[src/rtl/tx_frame_serializer.sv]
// Bit-serial frame transmitter: preamble, SFD, length byte, then payload popped from a show-ahead FIFO.
// Define TXRX_TX_CRC_EN to append a CRC-16/CCITT (MSB first) covering the length and payload fields.
module tx_frame_serializer #(
  parameter int         CLK_DIV        = 4,
  parameter int         PREAMBLE_BYTES = 4,
  parameter logic [7:0] SFD            = 8'hA7,
  parameter int         DATA_WIDTH     = 8
) (
  input  logic                  clk,
  input  logic                  rst,
  input  logic                  start,
  input  logic [7:0]            len,
  input  logic [DATA_WIDTH-1:0] fifo_data,
  input  logic                  fifo_empty,
  output logic                  fifo_rd_en,
  output logic                  tx_bit,
  output logic                  tx_valid,
  output logic                  busy,
  output logic                  done,
  output logic                  underrun
);

  localparam int               DIV_W    = $clog2(CLK_DIV);
  localparam logic [DIV_W-1:0] DIV_LAST = DIV_W'(CLK_DIV - 1);
  localparam logic [7:0]       PRE_LAST = 8'(PREAMBLE_BYTES);
  localparam logic [7:0]       PRE_BYTE = 8'hAA;

  typedef enum logic [2:0] {
    IDLE,
    PREAMBLE,
    SFD_S,
    LEN_S,
    PAYLOAD,
`ifdef TXRX_TX_CRC_EN
    CRC_S,
`endif
    DONE_S
  } state_t;

  state_t           state_r;
  logic [7:0]       len_r;
  logic [7:0]       sh_r;
  logic [7:0]       byte_cnt_r;
  logic [3:0]       bit_cnt_r;
  logic [DIV_W-1:0] div_r;
  logic             fifo_rd_en_r;
  logic             tx_valid_r;
  logic             busy_r;
  logic             done_r;
  logic             underrun_r;
  logic             wrap_s;
  logic             byte_end_s;

`ifdef TXRX_TX_CRC_EN
  logic [15:0] crc_r;

  function automatic logic [15:0] crc_step(input logic [15:0] crc, input logic b);
    logic fb;
    fb = crc[15] ^ b;
    return {crc[14:0], 1'b0} ^ (fb ? 16'h1021 : 16'h0000);
  endfunction

  assign tx_bit = tx_valid_r & ((state_r == CRC_S) ? crc_r[15] : sh_r[0]);
`else
  assign tx_bit = tx_valid_r & sh_r[0];
`endif

  assign wrap_s     = (div_r == DIV_LAST);
  assign byte_end_s = wrap_s && (bit_cnt_r == 4'd7);
  assign fifo_rd_en = fifo_rd_en_r;
  assign tx_valid   = tx_valid_r;
  assign busy       = busy_r;
  assign done       = done_r;
  assign underrun   = underrun_r;

  // Frame sequencer: bit timing, byte loading, FIFO pops and status pulses.
  always_ff @(posedge clk or negedge rst) begin
    if (!rst) begin
      state_r      <= IDLE;
      len_r        <= 8'd0;
      sh_r         <= 8'd0;
      byte_cnt_r   <= 8'd0;
      bit_cnt_r    <= 4'd0;
      div_r        <= '0;
      fifo_rd_en_r <= 1'b0;
      tx_valid_r   <= 1'b0;
      busy_r       <= 1'b0;
      done_r       <= 1'b0;
      underrun_r   <= 1'b0;
`ifdef TXRX_TX_CRC_EN
      crc_r        <= 16'hFFFF;
`endif
    end else begin
      fifo_rd_en_r <= 1'b0;
      done_r       <= 1'b0;
      underrun_r   <= 1'b0;
      case (state_r)
        IDLE: begin
          if (start) begin
            len_r      <= len;
            sh_r       <= PRE_BYTE;
            byte_cnt_r <= 8'd1;
            bit_cnt_r  <= 4'd0;
            div_r      <= '0;
            tx_valid_r <= 1'b1;
            busy_r     <= 1'b1;
            state_r    <= PREAMBLE;
`ifdef TXRX_TX_CRC_EN
            crc_r      <= 16'hFFFF;
`endif
          end
        end
        PREAMBLE, SFD_S, LEN_S, PAYLOAD: begin
          div_r <= wrap_s ? '0 : div_r + DIV_W'(1);
          if (wrap_s) begin
            bit_cnt_r <= bit_cnt_r + 4'd1;
            sh_r      <= {1'b0, sh_r[7:1]};
`ifdef TXRX_TX_CRC_EN
            if (state_r == LEN_S || state_r == PAYLOAD) begin
              crc_r <= crc_step(crc_r, sh_r[0]);
            end
`endif
          end
          // Next byte is loaded on the last divider cycle of bit 7, so bytes abut.
          if (byte_end_s) begin
            bit_cnt_r <= 4'd0;
            case (state_r)
              PREAMBLE: begin
                if (byte_cnt_r == PRE_LAST) begin
                  sh_r       <= SFD;
                  byte_cnt_r <= 8'd0;
                  state_r    <= SFD_S;
                end else begin
                  sh_r       <= PRE_BYTE;
                  byte_cnt_r <= byte_cnt_r + 8'd1;
                end
              end
              SFD_S: begin
                sh_r    <= len_r;
                state_r <= LEN_S;
              end
              default: begin
                // byte_cnt_r is 0 in LEN_S, so a zero length ends here too.
                if (byte_cnt_r == len_r) begin
`ifdef TXRX_TX_CRC_EN
                  state_r    <= CRC_S;
`else
                  state_r    <= DONE_S;
                  tx_valid_r <= 1'b0;
                  done_r     <= 1'b1;
`endif
                end else if (fifo_empty) begin
                  state_r    <= IDLE;
                  tx_valid_r <= 1'b0;
                  busy_r     <= 1'b0;
                  underrun_r <= 1'b1;
                end else begin
                  sh_r         <= fifo_data[7:0];
                  fifo_rd_en_r <= 1'b1;
                  byte_cnt_r   <= byte_cnt_r + 8'd1;
                  state_r      <= PAYLOAD;
                end
              end
            endcase
          end
        end
`ifdef TXRX_TX_CRC_EN
        CRC_S: begin
          div_r <= wrap_s ? '0 : div_r + DIV_W'(1);
          if (wrap_s) begin
            crc_r     <= {crc_r[14:0], 1'b0};
            bit_cnt_r <= bit_cnt_r + 4'd1;
            if (bit_cnt_r == 4'd15) begin
              state_r    <= DONE_S;
              tx_valid_r <= 1'b0;
              done_r     <= 1'b1;
            end
          end
        end
`endif
        DONE_S: begin
          busy_r  <= 1'b0;
          state_r <= IDLE;
        end
        default: begin
          tx_valid_r <= 1'b0;
          busy_r     <= 1'b0;
          state_r    <= IDLE;
        end
      endcase
    end
  end

endmodule

[config.mk]
export PLATFORM = sky130hd
export DESIGN_NAME = tx_frame_serializer
export DESIGN_NICKNAME = d
export VERILOG_FILES = /design/src/rtl/tx_frame_serializer.sv
export SDC_FILE = /design/constraint.sdc
export NUM_CORES = 1
export LEC_CHECK = 0
export BUFFER_PORTS_ARGS = -buffer_cell sky130_fd_sc_hd__buf_2
export CORE_MARGIN = 4
export CORE_UTILIZATION = 29
export CTS_BUF_LIST = sky130_fd_sc_hd__clkbuf_4 sky130_fd_sc_hd__clkbuf_8
export CTS_CLUSTER_DIAMETER = 60
export DETAILED_ROUTE_END_ITERATION = 8
export HOLD_SLACK_MARGIN = 0.02
export PLACE_DENSITY = 0.52
export SKIP_LAST_GASP = 1
export SLEW_MARGIN = 10
export SYNTH_ARGS = -nofsm -noshare
export SYNTH_HDL_FRONTEND = slang
export SYNTH_SLANG_ARGS = --single-unit
[constraint.sdc]
create_clock -name clk -period 2.7 [get_ports clk]
set_clock_uncertainty 0.2 [all_clocks]
set_input_delay 0.54 -clock clk [delete_from_list [all_inputs] [get_ports clk]]
set_output_delay 0.54 -clock clk [all_outputs]
set_load 0.02 [all_outputs]
==> impl_metrics.toml <==
[grt]
gr-usage-all-layers_pct = 14.2
grt_overflow = 0
grt_start_max_net_pins = 39
grt_pass1_wl_um = 11300
grt_pass1_vias = 2143
antenna_found_initial = 0

[yosys]
synth_edf_count = 0
syn-cell-area_um2 = 2390
syn_inst = 266
ys_warn_count = 0
ys_types = 56
ys_async_sr_fraction_pct = 100
ys_seq_area_share_pct = 39.9
avgSynthCellArea_um2 = 8.97
syn_nets = 291
synth_area_leaders = "dfrtp_1 40%, o21ai_0 5.0%, mux2_2 3.8%"
ys_seq_elements = 38
ys.flop_type = "dfrtp_1"
synth_top_area_cell = "dfrtp_1"
synth_top_area_share_pct = 39.9

[route]
drc = 0
viasPerCell = 5.48
vias = 2175
finalWirelength_um = 6560
wl_per_cell_um = 16.5
drtPass1Iterations = 4
drt_iter0_drc = 129
ant_nets = 0

[floorplan]
pin_count = 26
floorplan.die_area_um2 = 9740
core-area_um2 = 7850
die_h_um = 98.7
start_util_pct = 30.4
num_rows = 32
die_w_um = 98.7

[placed_design]
dp_slack_ps = 348
dp_cells = 389
portBuffers = 25
dpl.hpwl_um = 4920
place_congestion = 0.812

[timing]
setup_ws_ps = 276
hold_violations = 0
fin_setup_tns_ps = 0
drv_slew = 0
finalSetupViolCount = 0
fin_crit_sh_pct = 89.8
relSlewSlack_pct = 42.0
worst_slew_pin_slew_ps = 871
rsz0062_at_grt = "false"
fmax_mhz = 413
post-route-min-period_ps = 2420

[cts]
clockBufferDepth = 2
clk_pin_slew_ps = 70
clock_sinks = 38
numCtsBuffers = 5
holdBufCountCts = 0
post_cts_buffers = 0
ctsResizeCount = 0
cts_tree = "yes"
cts-root-buf = "clkbuf_8"
clkLatencyLatePin_ps = 290
htreeDepth = 2

[power_and_ir_drop]
power_density_nw_per_um2 = 834
leakagePower_nw = 1.15
vdd_drop_max_mv = 0.437

[worst_setup_path]
cp.required_ps = 2710
start_kind = "flop"
cp_max_fo = 11
cp.arrival_ps = 2430
critPathKind = "reg2reg"
reg2reg_depth = 7
worstSetupEndpointType = "flop"
reg2reg_slack_ps = 280

[cells_and_area]
multi_input_area_um2 = 1330
seq_area_um2 = 951
antenna_cells = 0
fin_cells = 397
area_growth_syn_to_layout_pct = 16.0
nets = 319
drive_gt1_share_pct = 20.0
fill_cells = 858

[outcome]
outcome = "complete, no violations"

[min_path]
hold_path.class = "in2async"

[run]
drv_cap = 0
-- kinds of logic after synthesis --
kind of cell               after synthesis  synth area share [%]
and+or+nand+nor                         83                  18.2
muxes                                   11                  5.03
AOI/OAI and AO/OA                       93                  26.8
DFF                                     38                  39.9
xor gates and xnor gates                 8                  2.94
adders and majority gates                5                  2.62
buffers and inverters                   28                  4.51
-- per-stage QoR --
stage / instance area, um^2 / utilization, % / hold WS, ps / power, mW
2_1_floorplan: 2390 / - / 44.4 / 1.59
3_3_place_gp: 2670 / 34.1 / 288 / 1.89
3_5_place_dp: 2670 / 34.1 / 300 / 1.89
4_1_cts: 2770 / 35.3 / 207 / 2.32
5_1_grt: 2770 / 35.3 / 243 / 2.52
6_report: 2770 / 35.3 / 168 / 2.31
-- power breakdown --
part	switching [mW]	internal, mW
clock network	0.204	0.216
registers	0.163	0.731
logic	0.562	0.431
-- routing by layer --
metal	vias up	GRT usage (%)	wire [um]
met5	-	0	0
met4	0	3.15	29
met3	2	2.90	391
met2	66	21.4	2970
met1	1048	20.9	3170
li1	1059	-	-
-- worst max-delay path, stage by stage, from the launching register on --
cell and delay [ps]:
dfrtp_1 430, ha_1 220, nand4b_1 170, or3_1 380, a32o_1 270, buf_4 190, or3_1 340, a21oi_1 150
-- synthesized netlist by cell type, drive strengths merged, types with 3 or more instances --
cell type / n
mux2: 8
a21o: 3
nor2: 13
ha: 5
or3: 8
a22oi: 3
nand4: 4
nor3: 3
o31ai: 4
o211ai: 8
a21oi: 16
a31oi: 3
dfrtp: 38
o21ai: 25
mux2i: 3
nand2: 23
nand3: 11
and2: 3
nor2b: 4
nand2b: 3
inv: 12
a22o: 5
clkbuf: 14
a221oi: 3
xnor2: 8
-- sequential cells by signal, indices dropped and copies added (netlist names), 2 cells and up --
register    count
sh_r            8
div_r           2
bit_cnt_r       4
byte_cnt_r      8
state_r         3
len_r           8
-- final timing paths --
check,startpoint,endpoint
min reg2reg,tx_valid,tx_valid
max in group asynchronous,rst,len_r[5]
min in group clk,len[1],len_r[1]
max,div_r[0],byte_cnt_r[6]
max reg2reg,div_r[0],byte_cnt_r[6]
min,rst,sh_r[6]
-- area by class of cell --
cell class                      instances  area share [%]
Timing Repair Buffer                   37            7.78
Inverter                               12            1.63
Sequential cell                        38            34.4
Multi-Input combinational cell        200            48.2
Clock buffer                            7            3.25
Tap cell                              102            4.61
Clock inverter                          1           0.181
-- layout by cell type (no fill, tap or decap), types with 2 or more instances in the layout --
cell / synthesis / routed
dfrtp_1: 38 / 38
buf_2: 1 / 25
o21ai_0: 24 / 24
nand2_1: 23 / 23
a21oi_1: 16 / 16
nor2_1: 13 / 13
inv_1: 12 / 12
buf_4: 0 / 12
nand3_1: 11 / 11
xnor2_1: 8 / 8
or3_1: 8 / 8
mux2_2: 8 / 8
o211ai_1: 8 / 8
clkbuf_8: 0 / 6
a22o_1: 5 / 5
ha_1: 5 / 5
nand4_1: 4 / 4
o31ai_1: 4 / 4
nor2b_1: 4 / 4
nand2b_1: 3 / 3
nor3_1: 3 / 3
a31oi_1: 3 / 3
a221oi_1: 3 / 3
a21o_1: 3 / 3
a22oi_1: 3 / 3
mux2i_1: 3 / 3
and2_1: 2 / 2
and4_1: 2 / 2
a31o_2: 2 / 2
o311a_1: 2 / 2
a32o_1: 2 / 2
a311o_1: 2 / 2
o311ai_0: 2 / 2
a211o_1: 2 / 2
No activity file was read; power rests on OpenSTA's default activity.
